`src/rtl/axi_ram_pkg.sv`:
```
// Shared types and constants for the AXI3 RAM responder.
package axi_ram_pkg;

    localparam int unsigned AXI_ID_W   = 4;
    localparam int unsigned AXI_DATA_W = 32;

    localparam logic [1:0] BURST_FIXED = 2'b00;
    localparam logic [1:0] BURST_INCR  = 2'b01;
    localparam logic [1:0] BURST_WRAP  = 2'b10;

    localparam logic [1:0] RESP_OKAY = 2'b00;

    typedef enum logic [2:0] {
        StIdle,
        StRdReq,
        StRdData,
        StWrData,
        StWrResp
    } state_e;

endpackage

```
`src/rtl/axi_burst_addr.sv`:
```
// Combinational AXI next-beat address unit (FIXED/INCR, plus WRAP when AXI_RAM_WRAP_EN is defined).
module axi_burst_addr
    import axi_ram_pkg::*;
(
    input  logic [31:0] addr,
    input  logic [2:0]  size,
    input  logic [3:0]  len,
    input  logic [1:0]  burst,
    output logic [31:0] next_addr
);

    logic [31:0] step;
    logic [31:0] incr_addr;

    assign step      = 32'd1 << size;
    assign incr_addr = addr + step;

`ifdef AXI_RAM_WRAP_EN
    logic [31:0] mask;

    // Wrap window is (len+1) beats of (1<<size) bytes, aligned to its own size.
    assign mask = (({28'd0, len} + 32'd1) << size) - 32'd1;
`else
    logic unused_len;
    assign unused_len = ^len;
`endif

    always_comb begin
        next_addr = incr_addr;
        unique case (burst)
            BURST_FIXED: next_addr = addr;
`ifdef AXI_RAM_WRAP_EN
            BURST_WRAP:  next_addr = (addr & ~mask) | (incr_addr & mask);
`endif
            default:     next_addr = incr_addr;
        endcase
    end

endmodule

```
`src/rtl/axi_ram_responder.sv`:
```
// AXI3 slave serving one burst at a time from a single-port synchronous SRAM.
// WRAP addressing is enabled by defining AXI_RAM_WRAP_EN; otherwise WRAP behaves as INCR.
module axi_ram_responder
    import axi_ram_pkg::*;
#(
    parameter int unsigned RAM_AW = 16
) (
    input  logic                  aclk,
    input  logic                  aresetn,

    input  logic [AXI_ID_W-1:0]   arid,
    input  logic [31:0]           araddr,
    input  logic [7:0]            arlen,
    input  logic [2:0]            arsize,
    input  logic [1:0]            arburst,
    input  logic [1:0]            arlock,
    input  logic [3:0]            arcache,
    input  logic [2:0]            arprot,
    input  logic                  arvalid,
    output logic                  arready,

    output logic [AXI_ID_W-1:0]   rid,
    output logic [AXI_DATA_W-1:0] rdata,
    output logic [1:0]            rresp,
    output logic                  rlast,
    output logic                  rvalid,
    input  logic                  rready,

    input  logic [AXI_ID_W-1:0]   awid,
    input  logic [31:0]           awaddr,
    input  logic [7:0]            awlen,
    input  logic [2:0]            awsize,
    input  logic [1:0]            awburst,
    input  logic [1:0]            awlock,
    input  logic [3:0]            awcache,
    input  logic [2:0]            awprot,
    input  logic                  awvalid,
    output logic                  awready,

    input  logic [AXI_ID_W-1:0]   wid,
    input  logic [AXI_DATA_W-1:0] wdata,
    input  logic [3:0]            wstrb,
    input  logic                  wlast,
    input  logic                  wvalid,
    output logic                  wready,

    output logic [AXI_ID_W-1:0]   bid,
    output logic [1:0]            bresp,
    output logic                  bvalid,
    input  logic                  bready,

    output logic                  ram_en,
    output logic [3:0]            ram_wen,
    output logic [RAM_AW-1:0]     ram_addr,
    output logic [31:0]           ram_wdata,
    input  logic [31:0]           ram_rdata
);

    state_e              state_q;
    logic                last_rd_q;
    logic [AXI_ID_W-1:0] id_q;
    logic [31:0]         addr_q;
    logic [3:0]          len_q;
    logic [3:0]          beat_q;
    logic [2:0]          size_q;
    logic [1:0]          burst_q;
    logic                rd_pend_q;
    logic [31:0]         rdata_q;

    logic [31:0]         next_addr;
    logic                grant_rd;
    logic                grant_wr;
    logic                last_beat;

    logic unused;
    assign unused = ^{arlock, arcache, arprot, arlen[7:4], awlock, awcache, awprot, awlen[7:4],
                      wid, wlast};

    axi_burst_addr u_burst_addr (
        .addr      (addr_q),
        .size      (size_q),
        .len       (len_q),
        .burst     (burst_q),
        .next_addr (next_addr)
    );

    // On contention, serve whichever type did not go last.
    assign grant_rd  = arvalid & (~awvalid | ~last_rd_q);
    assign grant_wr  = awvalid & (~arvalid | last_rd_q);
    assign arready   = aresetn & (state_q == StIdle) & grant_rd;
    assign awready   = aresetn & (state_q == StIdle) & grant_wr;
    assign last_beat = (beat_q == len_q);

    assign rvalid = (state_q == StRdData);
    assign rid    = rvalid ? id_q : '0;
    assign rresp  = RESP_OKAY;
    assign rlast  = rvalid & last_beat;
    // SRAM data is live for one cycle after the read, then held in rdata_q.
    assign rdata  = rd_pend_q ? ram_rdata : rdata_q;

    assign wready = (state_q == StWrData);
    assign bvalid = (state_q == StWrResp);
    assign bid    = bvalid ? id_q : '0;
    assign bresp  = RESP_OKAY;

    always_comb begin
        ram_en    = 1'b0;
        ram_wen   = 4'h0;
        ram_addr  = '0;
        ram_wdata = '0;
        if (state_q == StRdReq) begin
            ram_en   = 1'b1;
            ram_addr = addr_q[RAM_AW+1:2];
        end else if (state_q == StWrData && wvalid) begin
            ram_en    = 1'b1;
            ram_wen   = wstrb;
            ram_addr  = addr_q[RAM_AW+1:2];
            ram_wdata = wdata;
        end
    end

    always_ff @(posedge aclk or negedge aresetn) begin
        if (!aresetn) begin
            state_q   <= StIdle;
            last_rd_q <= 1'b0;
            id_q      <= '0;
            addr_q    <= '0;
            len_q     <= '0;
            beat_q    <= '0;
            size_q    <= '0;
            burst_q   <= '0;
            rd_pend_q <= 1'b0;
            rdata_q   <= '0;
        end else begin
            rd_pend_q <= 1'b0;
            if (rd_pend_q) begin
                rdata_q <= ram_rdata;
            end
            unique case (state_q)
                StIdle: begin
                    if (grant_rd) begin
                        id_q      <= arid;
                        addr_q    <= araddr;
                        len_q     <= arlen[3:0];
                        size_q    <= arsize;
                        burst_q   <= arburst;
                        beat_q    <= '0;
                        last_rd_q <= 1'b1;
                        state_q   <= StRdReq;
                    end else if (grant_wr) begin
                        id_q      <= awid;
                        addr_q    <= awaddr;
                        len_q     <= awlen[3:0];
                        size_q    <= awsize;
                        burst_q   <= awburst;
                        beat_q    <= '0;
                        last_rd_q <= 1'b0;
                        state_q   <= StWrData;
                    end
                end
                StRdReq: begin
                    rd_pend_q <= 1'b1;
                    state_q   <= StRdData;
                end
                StRdData: begin
                    if (rready) begin
                        if (last_beat) begin
                            state_q <= StIdle;
                        end else begin
                            addr_q  <= next_addr;
                            beat_q  <= beat_q + 4'd1;
                            state_q <= StRdReq;
                        end
                    end
                end
                StWrData: begin
                    if (wvalid) begin
                        addr_q <= next_addr;
                        beat_q <= beat_q + 4'd1;
                        if (last_beat) begin
                            state_q <= StWrResp;
                        end
                    end
                end
                StWrResp: begin
                    if (bready) begin
                        state_q <= StIdle;
                    end
                end
                default: state_q <= StIdle;
            endcase
        end
    end

endmodule

```
`config.mk`:
```
export PLATFORM = sky130hd
export DESIGN_NAME = axi_ram_responder
export DESIGN_NICKNAME = d
export VERILOG_FILES = /design/src/rtl/axi_ram_pkg.sv /design/src/rtl/axi_burst_addr.sv /design/src/rtl/axi_ram_responder.sv
export SDC_FILE = /design/constraint.sdc
export NUM_CORES = 1
export LEC_CHECK = 0
export ABC_AREA = 1
export BUFFER_PORTS_ARGS = -buffer_cell sky130_fd_sc_hd__buf_2
export CORE_MARGIN = 5
export CORE_UTILIZATION = 40
export CTS_BUF_LIST = sky130_fd_sc_hd__clkbuf_8
export DETAILED_ROUTE_END_ITERATION = 10
export PLACE_DENSITY = 0.79
export SLEW_MARGIN = 5
export SYNTH_ARGS = -nofsm -noshare
export SYNTH_HDL_FRONTEND = slang
export SYNTH_HIERARCHICAL = 1
export SYNTH_SLANG_ARGS = --single-unit
```
`constraint.sdc`:
```
create_clock -name aclk -period 3.2 [get_ports aclk]
set_input_delay 0.48 -clock aclk [delete_from_list [all_inputs] [get_ports aclk]]
set_output_delay 0.48 -clock aclk [all_outputs]
set_load 0.02 [all_outputs]
```
==> results.txt <==
Final Cycle Share = 80.5%
Vias in the first global route = 5490
Via Count = 5618
CTS clk-pin slew, worst paths = 0.09 ns
H-Tree Level Count = 3
Largest net degree at the start of global routing = 46
Status = completed
Endpoints failing setup = 0
Reg power frac = 26.5%
DRC = 0
Standard-cell rows = 42
CTS Hold Bufs = 0
Clock sink count = 72
Most frequent cells in the layout = nand2_1 (248), buf_2 (234), inv_1 (148), nor2_1 (105), dfrtp_1 (72)
Global routing usage on met2 = 34.6%
Placeable core region = 13100 µm²
Drt initial violations = 353
Worst path required time = 2.72 ns
Kind of critical path = register to output port
Max-cap violations = 0
Worst-path fanout max = 22
Synth warnings = 6
Clock tree buffer depth = 2
TritonCTS clock tree = done
Clock latency on the worst-skew pair = 0.37 ns
Post-detail-place hpwl = 12300 µm
Final core utilization = 51.6%
Mapped cell area = 5310 µm²
Via density = 4.63
Top Usage Layer GRT = met2
IO Count = 299
Fin. max-slew vios = 0
Worst-Margin Slew = 0.718 ns
Antenna violations before repair = 0
Post-cts repair resize count = 0
Nets = 1238
Relative slew slack = 52.1%
PortBufs = 235
Global-route wire length before repair = 26400 µm
RSZ-0062 raised after global routing = false
Skew final = 0.0134 ns
Pwr dens = 947 nW/µm²
Die area = 15700 µm²
CP endpoint kind = output port
Antenna Diode Count = 0
Met1 Usage GRT = 26.0%
Final hold violations = 0
Final wirelength = 16200 µm
Area Growth Syn to Fin = 27.8%
Initial Utilization = 40.4%
Pleak = 4.18 nW
Post-route ant nets = 0
Total gr overflow = 0
Fraction of layout cells with a size suffix above 1 = 30.0%
First drt pass iteration count = 5
Sw frac = 51.4%
Postcts setup bufs = 0
Worst hold path type = input port to asynchronous set/reset pin
Sum Neg Setup Slack = 0 ns
CP Launch Type = register
Routing usage on met3 = 6.31%
Routability cong. = 0.926
Root Buffer = clkbuf_8
DR WL/cell = 13.3 µm
CTS Buf Count = 9
Mapped Avg Cell Area = 6.50 µm²
Pint = 3.13 mW
NetSw = 3.30 mW
Cells after synthesis = 817
Commonest non-fill, non-tap cell in the layout = nand2_1
Die width = 125 µm
Crit path DAT = 2.10 ns
Comb power frac = 61.6%
VDD IR-drop max = 493 µV
Peak Freq = 388 MHz
Fin crit period = 2.58 ns
All-layer global routing usage = 20.5%
Die Y-Extent = 125 µm
Power share of the clock group = 11.9%
## flip-flops by register name, indices dropped and copies added, names as in the netlist
name,flops
size_q,3
rdata_q,32
burst_q,2
len_q,4
state_q,3
beat_q,4
addr_q,18
id_q,4
last_rd_q,1
rd_pend_q,1
## power by group through the flow
stage | clock network, mW | logic, mW | registers, mW
4_1_cts | 0.786 | 3.98 | 1.71
3_5_place_dp | 0 | 3.96 | 1.73
2_1_floorplan | 0 | 2.99 | 1.61
6_report | 0.764 | 3.96 | 1.71
3_3_place_gp | 0 | 3.87 | 1.69
5_1_grt | 0.818 | 4.43 | 1.77
## layout make-up
cell class	instances	area, µm²
well taps	176	220
fillers	1342	6350
clock buffers	9	124
flip-flops and latches	72	1800
clock inverters	7	77.6
repair buffers	246	1260
inverters	152	571
multi-input cells	551	2730
## metal layers
layer | vias up | share of wire (%)
met3 | 16 | 7.8
li1 | 2907 | -
met4 | 0 | 1.1
met2 | 201 | 48
met1 | 2494 | 43
met5 | - | 0
## through the flow
| stage | instances | instance area (µm²) | worst slack [ns] | total power, mW | hold WS (ns) |
|---|---|---|---|---|---|
| floorplan | 820 | 5320 | 1.17 | 4.60 | 0.184 |
| global placement | 1197 | 6580 | 0.922 | 5.57 | 0.435 |
| detailed placement | 1197 | 6580 | 0.878 | 5.69 | 0.439 |
| CTS | 1213 | 6790 | 0.578 | 6.47 | 0.0137 |
| global route | 1213 | 6790 | 0.399 | 7.02 | 0.0340 |
| finish | 1213 | 6790 | 0.624 | 6.43 | 0.0243 |
## critical path: stages, from the launching register on
cell	delay, ns
dfrtp_1	0.42
inv_2	0.11
nand2_2	0.31
nor2_2	0.28
nand3_1	0.31
inv_1	0.11
buf_2	0.18
## path summary, 6_finish.rpt
path,endpoint,from,cells past startpoint,slack (ns)
worst max-delay path,rlast,state_q[2],6,0.62
worst min-delay path,rdata_q[10],aresetn,1,0.02
worst max register to register,addr_q[13],size_q[0],16,0.84
worst min register to register,rdata_q[5],rdata_q[5],1,0.50
max in group asynchronous,rdata_q[9],aresetn,2,2.24
min in group aclk,rdata_q[10],ram_rdata[10],2,0.35
Note: power is estimated with default switching activity, not from simulation.
